### config.mk
export PLATFORM = sky130hd
export DESIGN_NAME = konami_sequencer_flat
export DESIGN_NICKNAME = d
export VERILOG_FILES = /design/src/rtl/konami_sequencer_if.sv /design/src/rtl/konami_sequencer.sv /design/src/flat_wrapper.sv
export SDC_FILE = /design/constraint.sdc
export NUM_CORES = 1
export LEC_CHECK = 0
export BUFFER_PORTS_ARGS = -buffer_cell sky130_fd_sc_hd__buf_4
export CAP_MARGIN = 20
export CORE_MARGIN = 1
export CORE_UTILIZATION = 54
export CTS_CLUSTER_SIZE = 24
export DETAILED_ROUTE_END_ITERATION = 12
export GPL_ROUTABILITY_DRIVEN = 0
export PLACE_DENSITY = 0.75
export SKIP_LAST_GASP = 1
export SLEW_MARGIN = 40
export SYNTH_ARGS = -nofsm -noshare
export SYNTH_HDL_FRONTEND = slang
export SYNTH_SLANG_ARGS = --single-unit
### constraint.sdc
create_clock -name clk -period 2.4 [get_ports clk]
set_clock_uncertainty 0.2 [all_clocks]
set_input_delay 0.12 -clock clk [delete_from_list [all_inputs] [get_ports clk]]
set_output_delay 0.12 -clock clk [all_outputs]
set_load 0.01 [all_outputs]
### src/rtl/konami_sequencer_if.sv
// Command/status bundle between a Konami-code sequencer and whoever drives it.
// The master issues commands; the slave (the sequencer) drives the d-pad lines and status.
interface konami_sequencer_if;
  logic       start;
  logic       abort;
  logic       corrupt;
  logic [2:0] bad_step;
  logic       up;
  logic       down;
  logic       left;
  logic       right;
  logic       busy;
  logic       done;

  modport master (
    output start, abort, corrupt, bad_step,
    input  up, down, left, right, busy, done
  );

  modport slave (
    input  start, abort, corrupt, bad_step,
    output up, down, left, right, busy, done
  );
endinterface

### src/rtl/konami_sequencer.sv
// Plays UP UP DOWN DOWN LEFT RIGHT LEFT RIGHT as timed press/release pulses on
// four registered d-pad lines, with an optional single-step corruption.
module konami_sequencer #(
  parameter int unsigned PRESS_CYCLES = 4,
  parameter int unsigned GAP_CYCLES   = 4
) (
  input  logic              clk,
  input  logic              reset_,
  konami_sequencer_if.slave bus
);

  typedef enum logic [1:0] {IDLE, PRESS, GAP, DONE} state_t;
  typedef enum logic [1:0] {DIR_UP, DIR_DOWN, DIR_LEFT, DIR_RIGHT} dir_t;

  localparam logic [15:0] PRESS_LOAD = 16'(PRESS_CYCLES - 1);
  localparam logic [15:0] GAP_LOAD   = 16'(GAP_CYCLES - 1);
  localparam logic [2:0]  LAST_STEP  = 3'd7;

  state_t     state;
  logic [2:0] index;
  logic [15:0] timer;
  logic       corrupt_q;
  logic [2:0] bad_step_q;
  logic [3:0] lines;      // {up, down, left, right}
  logic       busy_q;
  logic       done_q;

  function automatic dir_t golden_dir(input logic [2:0] i);
    case (i)
      3'd0, 3'd1: golden_dir = DIR_UP;
      3'd2, 3'd3: golden_dir = DIR_DOWN;
      3'd4, 3'd6: golden_dir = DIR_LEFT;
      default:    golden_dir = DIR_RIGHT;
    endcase
  endfunction

  // The substitute is always a rotation, so a corrupted step is never the golden one.
  function automatic dir_t substitute(input dir_t d);
    case (d)
      DIR_UP:   substitute = DIR_DOWN;
      DIR_DOWN: substitute = DIR_LEFT;
      DIR_LEFT: substitute = DIR_RIGHT;
      default:  substitute = DIR_UP;
    endcase
  endfunction

  function automatic logic [3:0] step_lines(input logic [2:0] i,
                                            input logic       cor,
                                            input logic [2:0] bs);
    dir_t d;
    d = golden_dir(i);
    if (cor && (i == bs)) d = substitute(d);
    case (d)
      DIR_UP:   step_lines = 4'b1000;
      DIR_DOWN: step_lines = 4'b0100;
      DIR_LEFT: step_lines = 4'b0010;
      default:  step_lines = 4'b0001;
    endcase
  endfunction

  // Outputs are computed from the next state at the same edge, so the first
  // press appears the cycle after start is sampled with no extra pipeline stage.
  always_ff @(posedge clk or negedge reset_) begin
    if (!reset_) begin
      state      <= IDLE;
      index      <= '0;
      timer      <= '0;
      corrupt_q  <= 1'b0;
      bad_step_q <= '0;
      lines      <= '0;
      busy_q     <= 1'b0;
      done_q     <= 1'b0;
    end else begin
      // NOTE: every register here uses <= so all updates see pre-edge values;
      // a blocking = would let later statements read the freshly written state.
      case (state)
        IDLE: begin
          done_q <= 1'b0;
          if (bus.start && !bus.abort) begin
            corrupt_q  <= bus.corrupt;
            bad_step_q <= bus.bad_step;
            index      <= '0;
            timer      <= PRESS_LOAD;
            lines      <= step_lines(3'd0, bus.corrupt, bus.bad_step);
            busy_q     <= 1'b1;
            state      <= PRESS;
          end
        end

        PRESS: begin
          if (bus.abort) begin
            state  <= IDLE;
            index  <= '0;
            timer  <= '0;
            lines  <= '0;
            busy_q <= 1'b0;
          end else if (timer == '0) begin
            timer <= GAP_LOAD;
            lines <= '0;
            state <= GAP;
          end else begin
            timer <= timer - 16'd1;
          end
        end

        GAP: begin
          if (bus.abort) begin
            state  <= IDLE;
            index  <= '0;
            timer  <= '0;
            lines  <= '0;
            busy_q <= 1'b0;
          end else if (timer == '0) begin
            if (index == LAST_STEP) begin
              busy_q <= 1'b0;
              done_q <= 1'b1;
              state  <= DONE;
            end else begin
              index <= index + 3'd1;
              timer <= PRESS_LOAD;
              lines <= step_lines(index + 3'd1, corrupt_q, bad_step_q);
              state <= PRESS;
            end
          end else begin
            timer <= timer - 16'd1;
          end
        end

        DONE: begin
          done_q <= 1'b0;
          state  <= IDLE;
        end

        default: begin
          state  <= IDLE;
          lines  <= '0;
          busy_q <= 1'b0;
          done_q <= 1'b0;
        end
      endcase
    end
  end

  assign bus.up    = lines[3];
  assign bus.down  = lines[2];
  assign bus.left  = lines[1];
  assign bus.right = lines[0];
  assign bus.busy  = busy_q;
  assign bus.done  = done_q;

  a_onehot_lines: assert property (@(posedge clk) disable iff (!reset_)
    $onehot0(lines));
  a_lines_only_in_press: assert property (@(posedge clk) disable iff (!reset_)
    (lines != 4'b0000) |-> (state == PRESS));
  a_done_not_busy: assert property (@(posedge clk) disable iff (!reset_)
    !(done_q && busy_q));

endmodule

### src/flat_wrapper.sv
// flat-port wrapper written by rule: the top's interface ports become plain ports
module konami_sequencer_flat 
#(
  parameter int unsigned PRESS_CYCLES = 4,
  parameter int unsigned GAP_CYCLES   = 4
)
  (clk, reset_, bus_start, bus_abort, bus_corrupt, bus_bad_step, bus_up, bus_down, bus_left, bus_right, bus_busy, bus_done);
  konami_sequencer_if bus_i ();
  input  logic clk;
  input  logic reset_;
  input wire logic [$bits(bus_i.start)-1:0] bus_start;
  input wire logic [$bits(bus_i.abort)-1:0] bus_abort;
  input wire logic [$bits(bus_i.corrupt)-1:0] bus_corrupt;
  input wire logic [$bits(bus_i.bad_step)-1:0] bus_bad_step;
  output wire logic [$bits(bus_i.up)-1:0] bus_up;
  output wire logic [$bits(bus_i.down)-1:0] bus_down;
  output wire logic [$bits(bus_i.left)-1:0] bus_left;
  output wire logic [$bits(bus_i.right)-1:0] bus_right;
  output wire logic [$bits(bus_i.busy)-1:0] bus_busy;
  output wire logic [$bits(bus_i.done)-1:0] bus_done;
  assign bus_i.start = bus_start;
  assign bus_i.abort = bus_abort;
  assign bus_i.corrupt = bus_corrupt;
  assign bus_i.bad_step = bus_bad_step;
  assign bus_up = bus_i.up;
  assign bus_down = bus_i.down;
  assign bus_left = bus_i.left;
  assign bus_right = bus_i.right;
  assign bus_busy = bus_i.busy;
  assign bus_done = bus_i.done;
  konami_sequencer #(.PRESS_CYCLES(PRESS_CYCLES), .GAP_CYCLES(GAP_CYCLES)) u_core (.clk(clk), .reset_(reset_), .bus(bus_i));
endmodule
==> impl_metrics.sql, run 1 <==
INSERT INTO impl_metrics (metric_group, metric, value, unit) VALUES
('worst_setup_path', 'worst_setup_path_end_kind', 'flip-flop', ''),
('detailed_routing', 'routed_wirelength', '5050', 'um'),
('global_routing', 'grt_overflow_total', '0', ''),
('worst_setup_path', 'critical_path.max_stage_delay', '480', 'ps'),
('timing', 'max_slew_headroom', '0.696', ''),
('clocking', 'tritoncts_num_sinks', '31', ''),
('timing', 'finalWorstSetupSlack', '-118', 'ps'),
('floorplan', 'placement_rows', '21', ''),
('layout', 'final.fill_count', '228', ''),
('worst_setup_path', 'timing.critical_path.fanout_max', '6', ''),
('yosys', 'postSynthRegisterBits', '31', ''),
('floorplan', 'io_pins', '14', ''),
('timing', 'setup_viol', '16', ''),
('detailed_routing', 'drt_pass1_iterations', '4', ''),
('worst_setup_path', 'required', '2380', 'ps'),
('placement', 'placement.io_buffers', '13', ''),
('worst_setup_path', 'worstSetupPathType', 'reg -> reg', ''),
('yosys', 'syn_area_per_cell', '9.57', 'um2'),
('yosys', 'mappedNetlistArea', '2010', 'um2'),
('floorplan', 'fp.coreArea', '3440', 'um2'),
('timing', 'rsz0062_at_grt', 'true', ''),
('layout', 'multiInputGateArea', '1250', 'um2'),
('floorplan', 'initial_core_utilization', '0.584', ''),
('timing', 'finalWorstPathRequiredPeriod', '2520', 'ps'),
('detailed_routing', 'via_count', '1822', ''),
('timing', 'worst-slew-pin-transition', '452', 'ps'),
('yosys', 'post_synth_edffs', '0', ''),
('timing', 'finalCritPeriodShare', '1.05', ''),
('yosys', 'syn_inst', '210', ''),
('hold_path', 'holdCritPathClass', 'in -> async', ''),
('layout', 'layout-area-overhead-vs-synth', '30.9', '%'),
('timing', 'setup-tns-final', '-1130', 'ps'),
('detailed_routing', 'dr.first_iter.drc_count', '131', ''),
('status', 'failed_checks', 'setup timing', ''),
('status', 'status', 'complete, but fails checks', ''),
('layout', 'final_core_utilization', '0.764', ''),
('yosys', 'synth_nets', '229', ''),
('layout', 'antenna_cells', '0', ''),
('worst_setup_path', 'critical_path_buf_inv_count', '2', ''),
('global_routing', 'first_global_vias', '1886', ''),
('yosys', 'postSynth.asyncResetShare', '1.00', ''),
('power_and_ir_drop', 'vdd.ir_drop.worst', '0.577', 'mV'),
('detailed_routing', 'avgViaCountPerCell', '5.86', ''),
('global_routing', 'track_usage', '0.283', ''),
('worst_setup_path', 'worstSetupStartpointType', 'flip-flop', ''),
('worst_setup_path', 'slowest_stage', 'sky130_fd_sc_hd__or4_4', ''),
('yosys', 'synth_sequential_area_ratio', '0.386', ''),
('clocking', 'root_buffer', 'sky130_fd_sc_hd__clkbuf_8', ''),
('timing', 'fmax', '0.397', 'GHz'),
('detailed_routing', 'drc', '0', ''),
('clocking', 'clock_insertion_delay_worst_skew', '290', 'ps'),
('power_and_ir_drop', 'power_leakage', '0.00122', 'uW'),
('floorplan', 'die_area', '3970', 'um2'),
('yosys', 'yosysUniqueCellTypes', '50', ''),
('clocking', 'tritoncts', 'done', ''),
('layout', 'finish.net_count', '283', ''),
('worst_setup_path', 'worstPathCellList', 'inv_2 -> ha_4 -> or4b_4 -> or4_4 -> o31ai_4 -> buf_4 -> nand2_1 -> o311ai_1', ''),
('yosys', 'postSynth.topFlopCell', 'sky130_fd_sc_hd__dfrtp_1', ''),
('placement', 'half_perimeter_wire_length_after_placement', '3560', 'um'),
('yosys', 'ys_warn_count', '0', ''),
('clocking', 'path_clk_slew', '70', 'ps'),
('detailed_routing', 'antenna_left', '0', ''),
('timing', 'timing.final.max_slew_violations', '0', ''),
('detailed_routing', 'wl_per_instance', '16.2', 'um'),
('global_routing', 'grt_start_max_net_pins', '32', ''),
('clocking', 'cts-buffers-inserted', '5', ''),
('clocking', 'cts-root-to-sink-buffers', '2', ''),
('global_routing', 'initial_antenna_violation_count', '0', ''),
('clocking', 'htreeDepth', '2', ''),
('job', 'maxCapViolCount', '0', ''),
('global_routing', 'grt_pass1_wl', '8670', 'um'),
('worst_setup_path', 'critical_path.top_delay_family', 'simple AND/OR/NAND/NOR gates', ''),
('floorplan', 'fp.dieH', '63', 'um'),
('worst_setup_path', 'crit_arrival', '2490', 'ps'),
('timing', 'timing_hold_violations_final', '0', ''),
('layout', 'drive_above_1_share', '0.321', ''),
('floorplan', 'die_w', '63', 'um'),
('layout', 'regArea', '776', 'um2'),
('power_and_ir_drop', 'cellPowerDensity', '954', 'nW/um2');
## state kept, by name, indices dropped and copies added, names as in the netlist
signal,count
u_core.bad_step_q,3
u_core.bus.busy,1
u_core.bus.done,1
u_core.corrupt_q,1
u_core.index,3
u_core.lines,4
u_core.state,2
u_core.timer,16
## synth_stat cells, drive strengths merged, types with 2 or more instances
cell type  number  area share
nand2          20       0.037
nor4            5       0.023
o311ai          5       0.022
nor2b           3      0.0093
ha             11       0.068
a31oi           2      0.0062
nand2b          8       0.025
inv            10       0.019
clkbuf          4      0.0075
a2bb2oi         3       0.019
nand3          13       0.039
mux2i           5       0.025
nand4b          2      0.0087
mux2            8       0.045
or4             5       0.021
o31ai           3       0.018
nor3            2      0.0050
a21oi          11       0.029
xnor2           2      0.0087
nand3b          4       0.015
nand4           2      0.0062
or3             6       0.019
or2             3      0.0093
nor2           13       0.024
o21ai          16       0.047
dfrtp          31        0.39
## area by class of cell
cell class | count | share of cell area
Multi-Input combinational cell | 164 | 0.477
Sequential cell | 31 | 0.295
Timing Repair Buffer | 52 | 0.161
Clock buffer | 7 | 0.0290
Tap cell | 46 | 0.0219
Inverter | 10 | 0.0143
Clock inverter | 1 | 0.00190
## metal layers
layer	global-route usage	wire length, um	vias to the layer above
li1	-	-	878
met1	0.334	2160	885
met2	0.480	2610	47
met3	0.0547	175	12
met4	0.154	108	0
met5	0	0	-
## placed cells by master, fill, tap and decap left out, types with 6 or more instances in the layout
master                           n
sky130_fd_sc_hd__ha_1           10
sky130_fd_sc_hd__nand3_1        12
sky130_fd_sc_hd__or3_1           6
sky130_fd_sc_hd__nor2_1         12
sky130_fd_sc_hd__dlygate4sd3_1   6
sky130_fd_sc_hd__inv_1           8
sky130_fd_sc_hd__nand2_1        19
sky130_fd_sc_hd__nand2b_1        8
sky130_fd_sc_hd__dfrtp_1        31
sky130_fd_sc_hd__buf_4          41
sky130_fd_sc_hd__a21oi_1         8
sky130_fd_sc_hd__o21ai_0         9
## metrics by stage
stage          instance area [um2]  cells  setup WS (ps)  total power [uW]  hold WS [ps]
2_1_floorplan                 2030    210          -96.7              1500          -376
3_3_place_gp                  2370    292          -53.1              1880          -132
3_5_place_dp                  2370    292           -122              1930          -127
4_1_cts                       2560    310          -89.8              2420          61.4
5_1_grt                       2630    311           -191              2660           117
6_report                      2630    311           -118              2510          95.4
## power by group
part           total, uW  switching, uW  internal [uW]
clock                407            204            203
sequential           732           95.5            636
combinational       1370            711            658
## final timing paths
check	slack [ps]	from	to	depth (start not counted)
setup / recovery	-120	u_core.timer[1]$_DFFE_PN0P_	u_core.timer[7]$_DFFE_PN0P_	8
hold / removal	100	reset_	u_core.timer[1]$_DFFE_PN0P_	2
setup reg to reg	-120	u_core.timer[1]$_DFFE_PN0P_	u_core.timer[7]$_DFFE_PN0P_	8
hold reg to reg	320	u_core.bus.busy$_DFFE_PN0P_	u_core.bus.busy$_DFFE_PN0P_	1
max in group asynchronous	1620	reset_	u_core.index[2]$_DFFE_PN0P_	2
min in group clk	110	bus_start	u_core.state[0]$_DFFE_PN0P_	3
## worst reg2reg max path, cell delays in order (launching register included)
cell and delay (ps):
sky130_fd_sc_hd__dfrtp_1 400, sky130_fd_sc_hd__inv_2 80, sky130_fd_sc_hd__ha_4 120, sky130_fd_sc_hd__or4b_4 450, sky130_fd_sc_hd__or4_4 480, sky130_fd_sc_hd__o31ai_4 290, sky130_fd_sc_hd__buf_4 210, sky130_fd_sc_hd__nand2_1 70
sky130_fd_sc_hd__o311ai_1 100
## cell families (layout without fill, tap and decap cells)
group	Yosys count	after routing	synth area share
AOI/OAI and AO/OA	50	50	0.183
xor gates and xnor gates	3	3	0.0131
adders and majority gates	11	11	0.0685
buffers and inverters	15	70	0.0318
DFF	31	31	0.386
muxes	13	13	0.0697
and+or+nand+nor	87	87	0.248
## timing repair
item / in CTS / in global routing
setup endpoints to repair: 19 / 25
buffers inserted: 4 / 1
hold buffers: 6 / 0
pin swaps: 3 / 4
resized for setup: 7 / 16
hold endpoints to repair: 38 / 0
cloned: 0 / 0
Power figures use the tool's default switching activity.
==> run 2, diff against run 1 <==
- ABC_AREA: default -> 1
- CAP_MARGIN: 20 -> 5
- CORE_UTILIZATION: 54 -> 40
- PLACE_DENSITY: 0.75 -> default
==> run 2 against run 1 <==
Against the previous run: combinational power increased by 53%; final area decreased by 3.6%; synthesized area increased by 11%; the flow now finishes without violations; critical endpoint is now u_core.lines[2]$_DFFE_PN0P_; power increased by 34%; critical path depth increased by 1.
==> impl_metrics.sql, run 2 <==
INSERT INTO impl_metrics (metric_group, metric, value, unit) VALUES
('status', 'status', 'finished clean', ''),
('detailed_routing', 'drc', '0', ''),
('layout', 'biggest_register', 'u_core.timer', ''),
('yosys', 'yosysUniqueCellTypes', '33', ''),
('clocking', 'htreeDepth', '2', ''),
('placement', 'half_perimeter_wire_length_after_placement', '3370', 'um'),
('yosys', 'synth.area.top_cells', 'sky130_fd_sc_hd__dfrtp_1 (35%), sky130_fd_sc_hd__nand2_1 (15%), sky130_fd_sc_hd__inv_1 (6.9%), sky130_fd_sc_hd__nor2_1 (6.9%), sky130_fd_sc_hd__ha_1 (6.2%)', ''),
('yosys', 'ys_warn_count', '0', ''),
('clocking', 'cts-root-to-sink-buffers', '2', ''),
('worst_setup_path', 'crit_arrival', '2180', 'ps'),
('worst_setup_path', 'slowest_stage', 'sky130_fd_sc_hd__dfrtp_1', ''),
('timing', 'setup-tns-final', '0', 'ps'),
('layout', 'antenna_cells', '0', ''),
('yosys', 'syn_inst', '312', ''),
('layout', 'largest_register_ffs', '16', ''),
('timing', 'max_slew_headroom', '0.724', ''),
('yosys', 'post_synth_edffs', '0', ''),
('timing', 'timing.final.max_slew_violations', '0', ''),
('clocking', 'tritoncts', 'done', ''),
('global_routing', 'grt_start_max_net_pins', '32', ''),
('timing', 'finalCritPeriodShare', '0.901', ''),
('yosys', 'postSynth.topFlopCell', 'sky130_fd_sc_hd__dfrtp_1', ''),
('yosys', 'synth_top_area_cell', 'sky130_fd_sc_hd__dfrtp_1', ''),
('layout', 'layout-area-overhead-vs-synth', '13.8', '%'),
('power_and_ir_drop', 'power_leakage', '0.00137', 'uW'),
('detailed_routing', 'antenna_left', '0', ''),
('detailed_routing', 'routed_wirelength', '4670', 'um'),
('layout', 'drive_above_1_share', '0.160', ''),
('clocking', 'path_clk_slew', '70', 'ps'),
('timing', 'worst-slew-pin-transition', '414', 'ps'),
('clocking', 'clock_insertion_delay_worst_skew', '290', 'ps'),
('global_routing', 'grt_overflow_total', '0', ''),
('clocking', 'tritoncts_num_sinks', '31', ''),
('power_and_ir_drop', 'cellPowerDensity', '1320', 'nW/um2'),
('yosys', 'postSynthRegisterBits', '31', ''),
('power_and_ir_drop', 'vdd.ir_drop.worst', '0.523', 'mV'),
('detailed_routing', 'drt_pass1_iterations', '4', ''),
('yosys', 'synth_largest_type_area_fraction', '0.348', ''),
('yosys', 'ys_top_cells_by_count', 'sky130_fd_sc_hd__nand2_1 (88), sky130_fd_sc_hd__inv_1 (41), sky130_fd_sc_hd__nor2_1 (41), sky130_fd_sc_hd__dfrtp_1 (31), sky130_fd_sc_hd__nand3_1 (26)', ''),
('global_routing', 'initial_antenna_violation_count', '0', ''),
('floorplan', 'die_w', '76.6', 'um'),
('yosys', 'synthMostInstantiatedCell', 'sky130_fd_sc_hd__nand2_1', ''),
('detailed_routing', 'wl_per_instance', '11.5', 'um'),
('timing', 'setup_viol', '0', ''),
('clocking', 'cts-buffers-inserted', '5', ''),
('timing', 'fmax', '0.462', 'GHz'),
('layout', 'mostFrequentLayoutCell', 'sky130_fd_sc_hd__nand2_1', ''),
('worst_setup_path', 'critical_path.max_stage_delay', '470', 'ps'),
('detailed_routing', 'via_count', '1896', ''),
('timing', 'timing_hold_violations_final', '0', ''),
('worst_setup_path', 'worst_setup_path_end_kind', 'flip-flop', ''),
('floorplan', 'die_area', '5870', 'um2'),
('floorplan', 'placement_rows', '26', ''),
('worst_setup_path', 'worstPathCellList', 'ha_1 -> ha_1 -> o21ai_0 -> inv_1 -> nand3_1 -> nand3_1 -> nor2_1 -> nor2_1 -> nor2_1', ''),
('floorplan', 'io_pins', '14', ''),
('job', 'maxCapViolCount', '0', ''),
('timing', 'rsz0062_at_grt', 'false', ''),
('yosys', 'synth_sequential_area_ratio', '0.348', ''),
('floorplan', 'initial_core_utilization', '0.425', ''),
('global_routing', 'grt_pass1_wl', '8560', 'um'),
('worst_setup_path', 'required', '2420', 'ps'),
('worst_setup_path', 'timing.critical_path.fanout_max', '9', ''),
('layout', 'finish.net_count', '355', ''),
('worst_setup_path', 'worstSetupPathType', 'reg -> reg', ''),
('detailed_routing', 'dr.first_iter.drc_count', '79', ''),
('yosys', 'synth_nets', '331', ''),
('placement', 'placement.io_buffers', '13', ''),
('worst_setup_path', 'worstSetupStartpointType', 'flip-flop', ''),
('worst_setup_path', 'critical-path-top-cell-by-count', 'sky130_fd_sc_hd__nor2_1', ''),
('floorplan', 'fp.dieH', '76.6', 'um'),
('yosys', 'syn_area_per_cell', '7.14', 'um2'),
('placement', 'placement.setup.worst_slack', '189', 'ps'),
('global_routing', 'first_global_vias', '1804', ''),
('clocking', 'root_buffer', 'sky130_fd_sc_hd__clkbuf_8', ''),
('timing', 'finalWorstSetupSlack', '237', 'ps'),
('yosys', 'postSynth.asyncResetShare', '1.00', ''),
('layout', 'final.fill_count', '537', ''),
('detailed_routing', 'avgViaCountPerCell', '4.66', ''),
('yosys', 'mappedNetlistArea', '2230', 'um2'),
('timing', 'finalWorstPathRequiredPeriod', '2160', 'ps'),
('floorplan', 'fp.coreArea', '5240', 'um2'),
('layout', 'layout.cells.most_common_list', 'sky130_fd_sc_hd__nand2_1 (88), sky130_fd_sc_hd__inv_1 (41), sky130_fd_sc_hd__nor2_1 (40), sky130_fd_sc_hd__dfrtp_1 (31), sky130_fd_sc_hd__nand3_1 (26)', ''),
('global_routing', 'track_usage', '0.184', ''),
('hold_path', 'holdCritPathClass', 'in -> async', ''),
('layout', 'reg_top3', 'u_core.timer (16), u_core.lines (4)', '');
run 2: changes by cell type after synthesis, sizes merged, moves of 4 or more:
cell    before  now
inv         10   45
a21oi       11    5
mux2         8    1
nor2        13   48
or3          6    0
or4          5    0
mux2i        5    0
nand2b       8    0
o21ai       16   20
nand3       13   36
nand2       20   95
nor4         5    0
o311ai       5    0
run 2: timing repair:
item,4_1_cts,5_1_grt
gates resized for setup,0,1
hold endpoints to repair,39,0
setup endpoints to repair,0,4
hold buffers,6,0
buffers inserted,0,0
run 2: final timing paths:
check / startpoint / end / slack [ps] / cells after the start
worst min-delay path: reset_ / u_core.timer[4]$_DFFE_PN0P_ / 110 / 2
max in group asynchronous: reset_ / u_core.lines[1]$_DFFE_PN0P_ / 1590 / 2
min in group clk: bus_start / u_core.bad_step_q[0]$_DFFE_PN0P_ / 110 / 3
worst max register to register: u_core.index[0]$_DFFE_PN0P_ / u_core.lines[2]$_DFFE_PN0P_ / 240 / 9
worst max-delay path: u_core.index[0]$_DFFE_PN0P_ / u_core.lines[2]$_DFFE_PN0P_ / 240 / 9
worst min register to register: u_core.lines[3]$_DFFE_PN0P_ / u_core.lines[3]$_DFFE_PN0P_ / 280 / 2
run 2: layer usage:
| metal | global-route usage | vias up | wire [um] |
|---|---|---|---|
| met1 | 0.270 | 841 | 2420 |
| met4 | 0.0519 | 0 | 53 |
| met3 | 0.0431 | 4 | 193 |
| met2 | 0.266 | 23 | 2000 |
| li1 | - | 1028 | - |
| met5 | 0 | - | 0 |
run 2: critical path, delay by kind of cell, from the launching register on:
family | cells | cell delay (ps)
AND/OR/NAND/NOR | 5 | 430
flip-flops | 1 | 470
adder cells (fa/ha/maj) | 2 | 580
buffers and inverters | 1 | 110
AO/OA/AOI/OAI | 1 | 320
run 2: cells by family (layout without fill, tap and decap cells):
family	after synthesis	in the layout	synth area share
compound gates	28	28	0.0713
xor+xnor	3	3	0.0118
fa+ha+maj	11	11	0.0618
buf+inv	49	74	0.0960
flops	31	31	0.348
mux	1	1	0.00505
simple gates	189	189	0.406
run 2: cell type report:
class                      instances  area [um2]  share of cell area
inverter                          45         176              0.0696
clock buffer                       7        76.3              0.0301
clock inverter                     1        5.00             0.00197
tap                               70        87.6              0.0346
timing repair buffer              21         173              0.0681
multi-input combinational        232        1240               0.490
sequential                        31         776               0.306
run 2: per-stage QoR:
step | utilization | area [um2] | cells | power [uW] | hold slack [ps]
after global routing | 0.484 | 2530 | 407 | 3740 | 152
after floorplan | - | 2230 | 312 | 2520 | -376
final | 0.484 | 2530 | 407 | 3350 | 105
after global placement | 0.457 | 2390 | 393 | 2930 | -104
after detailed placement | 0.457 | 2390 | 393 | 2940 | -106
after CTS | 0.484 | 2530 | 407 | 3370 | 116
run 2: power by group:
part           internal (uW)  switching (uW)  total [uW]
logic                    710            1380        2090
registers                709             143         853
clock network            203             203         406
total                   1620            1730        3350
==> run 3, diff against run 2 <==
- ABC_AREA: 1 -> default
- CAP_MARGIN: 5 -> 20
==> run 3 against run 2 <==
Against the previous run: the flow now finishes with violations (setup timing); final area rose by 12%; fmax down 13%; final cell count is 16% lower; worst setup slack worse by 340 ps; global-route usage rose by 2.8 points; utilization is 11 points higher; register-to-register slack got worse by 340 ps; critical path depth decreased by 2; die area fell by 9.6%; largest cell class unchanged; first-iteration DRC count increased by 75%; critical path type unchanged; critical endpoint unchanged.
==> impl_metrics.sql, run 3 (same netlist as run 1, synthesis figures left out) <==
INSERT INTO impl_metrics (metric_group, metric, value, unit) VALUES
('power_and_ir_drop', 'vdd.ir_drop.worst', '0.618', 'mV'),
('floorplan', 'fp.coreArea', '4790', 'um2'),
('floorplan', 'die_w', '72.9', 'um'),
('layout', 'layout.cells.most_common_list', 'sky130_fd_sc_hd__buf_4 (45), sky130_fd_sc_hd__dfrtp_1 (31), sky130_fd_sc_hd__nor2_1 (13), sky130_fd_sc_hd__nand2_1 (12)', ''),
('timing', 'timing_hold_violations_final', '0', ''),
('worst_setup_path', 'slowest_stage', 'sky130_fd_sc_hd__or4_4', ''),
('timing', 'fmax', '0.400', 'GHz'),
('worst_setup_path', 'worstSetupStartpointType', 'flip-flop', ''),
('job', 'maxCapViolCount', '0', ''),
('floorplan', 'placement_rows', '25', ''),
('timing', 'max_slew_headroom', '0.590', ''),
('global_routing', 'track_usage', '0.212', ''),
('layout', 'final.fill_count', '407', ''),
('timing', 'finalWorstSetupSlack', '-99.5', 'ps'),
('worst_setup_path', 'crit_arrival', '2470', 'ps'),
('worst_setup_path', 'worstPathCellList', 'inv_2 -> ha_4 -> or4b_4 -> or4_4 -> o21ai_4 -> nand3_4 -> mux2_1', ''),
('clocking', 'path_clk_slew', '70', 'ps'),
('worst_setup_path', 'timing.critical_path.fanout_max', '4', ''),
('timing', 'worst-slew-pin-transition', '610', 'ps'),
('clocking', 'cts-root-to-sink-buffers', '2', ''),
('detailed_routing', 'drc', '0', ''),
('detailed_routing', 'via_count', '1839', ''),
('layout', 'finish.net_count', '292', ''),
('detailed_routing', 'wl_per_instance', '14.8', 'um'),
('detailed_routing', 'routed_wirelength', '5060', 'um'),
('timing', 'finalWorstPathRequiredPeriod', '2500', 'ps'),
('status', 'failed_checks', 'setup timing', ''),
('worst_setup_path', 'critical_path.max_stage_delay', '490', 'ps'),
('worst_setup_path', 'critical_path.top_delay_family', 'simple AND/OR/NAND/NOR gates', ''),
('layout', 'layoutNonFillerInstCount', '341', ''),
('timing', 'finalHoldWorstSlack', '17.8', 'ps'),
('layout', 'mostFrequentLayoutCell', 'sky130_fd_sc_hd__buf_4', ''),
('placement', 'placement.io_buffers', '13', ''),
('detailed_routing', 'antenna_left', '0', ''),
('clocking', 'root_buffer', 'sky130_fd_sc_hd__clkbuf_8', ''),
('detailed_routing', 'dr.first_iter.drc_count', '138', ''),
('layout', 'layout-area-overhead-vs-synth', '40.7', '%'),
('placement', 'half_perimeter_wire_length_after_placement', '3430', 'um'),
('worst_setup_path', 'worstSetupPathType', 'reg -> reg', ''),
('layout', 'drive_above_1_share', '0.398', ''),
('power_and_ir_drop', 'power_leakage', '0.00131', 'uW'),
('worst_setup_path', 'critical_path_buf_inv_count', '1', ''),
('global_routing', 'grt_overflow_total', '0', ''),
('detailed_routing', 'avgViaCountPerCell', '5.39', ''),
('global_routing', 'grt_pass1_wl', '8600', 'um'),
('layout', 'antenna_cells', '0', ''),
('layout', 'biggest_register', 'u_core.timer', ''),
('status', 'status', 'complete, but fails checks', ''),
('hold_path', 'holdCritPathClass', 'in -> reg', ''),
('clocking', 'tritoncts', 'done', ''),
('clocking', 'cts-buffers-inserted', '5', ''),
('layout', 'largest_register_ffs', '16', ''),
('floorplan', 'io_pins', '14', ''),
('detailed_routing', 'drt_pass1_iterations', '4', ''),
('timing', 'finalCritPeriodShare', '1.04', ''),
('clocking', 'htreeDepth', '2', ''),
('global_routing', 'first_global_vias', '1821', ''),
('floorplan', 'fp.dieH', '72.9', 'um'),
('timing', 'setup_viol', '17', ''),
('layout', 'reg_top3', 'u_core.timer (16), u_core.lines (4)', ''),
('worst_setup_path', 'required', '2370', 'ps'),
('power_and_ir_drop', 'cellPowerDensity', '972', 'nW/um2'),
('clocking', 'tritoncts_num_sinks', '31', ''),
('worst_setup_path', 'worst_setup_path_end_kind', 'flip-flop', ''),
('floorplan', 'initial_core_utilization', '0.420', ''),
('placement', 'post-place-cells', '320', ''),
('global_routing', 'grt_start_max_net_pins', '32', ''),
('clocking', 'clock_insertion_delay_worst_skew', '290', 'ps'),
('global_routing', 'initial_antenna_violation_count', '0', ''),
('timing', 'rsz0062_at_grt', 'true', ''),
('floorplan', 'die_area', '5310', 'um2'),
('timing', 'timing.final.max_slew_violations', '0', '');
[run 3: cell count changes in the layout (fill, tap and decap cells not counted), moves of 7 or more]
cell                       previous run  this run
sky130_fd_sc_hd__nand3_1             26         9
sky130_fd_sc_hd__nand2_1             88        12
sky130_fd_sc_hd__buf_6                0        10
sky130_fd_sc_hd__nor2_1              40        13
sky130_fd_sc_hd__inv_1               41         8
sky130_fd_sc_hd__buf_4               15        45
sky130_fd_sc_hd__o21ai_0             11         4
sky130_fd_sc_hd__nand2b_1             0         8
[run 3: routing by layer]
layer	share of wire	GRT usage	wire length, um	vias to the layer above
li1	-	-	-	903
met4	0.016	0.0697	80	0
met1	0.46	0.265	2330	896
met2	0.49	0.362	2500	33
met3	0.030	0.0470	151	7
met5	0	0	0	-
[run 3: worst paths after layout]
path,startpoint,end,slack (ps),cells after the start
worst min register to register,u_core.lines[2]$_DFFE_PN0P_,u_core.lines[2]$_DFFE_PN0P_,310,1
min in group asynchronous,reset_,u_core.timer[13]$_DFFE_PN0P_,100,2
max in group asynchronous,reset_,u_core.timer[4]$_DFFE_PN0P_,1580,2
worst max register to register,u_core.timer[0]$_DFFE_PN0P_,u_core.lines[2]$_DFFE_PN0P_,-100,7
worst min-delay path,bus_start,u_core.state[0]$_DFFE_PN0P_,20,3
worst max-delay path,u_core.timer[0]$_DFFE_PN0P_,u_core.lines[2]$_DFFE_PN0P_,-100,7
[run 3: report_power, final]
| group | internal (uW) | switching, uW | leakage (uW) |
|---|---|---|---|
| clock | 336 | 213 | 0.0000612 |
| sequential | 636 | 93.5 | 0.000408 |
| combinational | 723 | 746 | 0.000839 |
[run 3: cell type report]
class / count / area, um2 / area share
tap: 67 / 83.8 / 0.0297
inverter: 10 / 37.5 / 0.0133
timing repair buffer: 61 / 510 / 0.181
multi-input combinational: 164 / 1300 / 0.460
clock buffer: 6 / 82.6 / 0.0292
clock inverter: 2 / 35.0 / 0.0124
sequential: 31 / 776 / 0.274
[run 3: worst reg2reg max path, delay by kind of cell (launching register included)]
kind                       cells  cell delay, ps
AOI/OAI and AO/OA              1             180
buffers and inverters          1              80
DFF                            1             390
adders and majority gates      1             130
and+or+nand+nor                3            1080
muxes                          1             320
[run 3: what timing repair did]
action                     CTS  global route
buffers inserted             4             2
pin swaps                   11            10
hold endpoints to repair    38             0
hold buffers                 6             0
gates resized for setup     16            31
setup endpoints to repair   23            26
gates cloned                 0             1
[run 3: per-stage QoR]
stage | power [uW] | setup slack [ps] | setup TNS [ps] | util | area, um2
6_report | 2750 | -99.5 | -931 | 0.591 | 2830
5_1_grt | 2930 | -175 | -2790 | 0.591 | 2830
4_1_cts | 2620 | -113 | -777 | 0.564 | 2700
3_5_place_dp | 1960 | -146 | -2140 | 0.511 | 2450
3_3_place_gp | 1950 | -88.0 | -779 | 0.511 | 2450
2_1_floorplan | 1500 | -96.7 | -501 | - | 2030
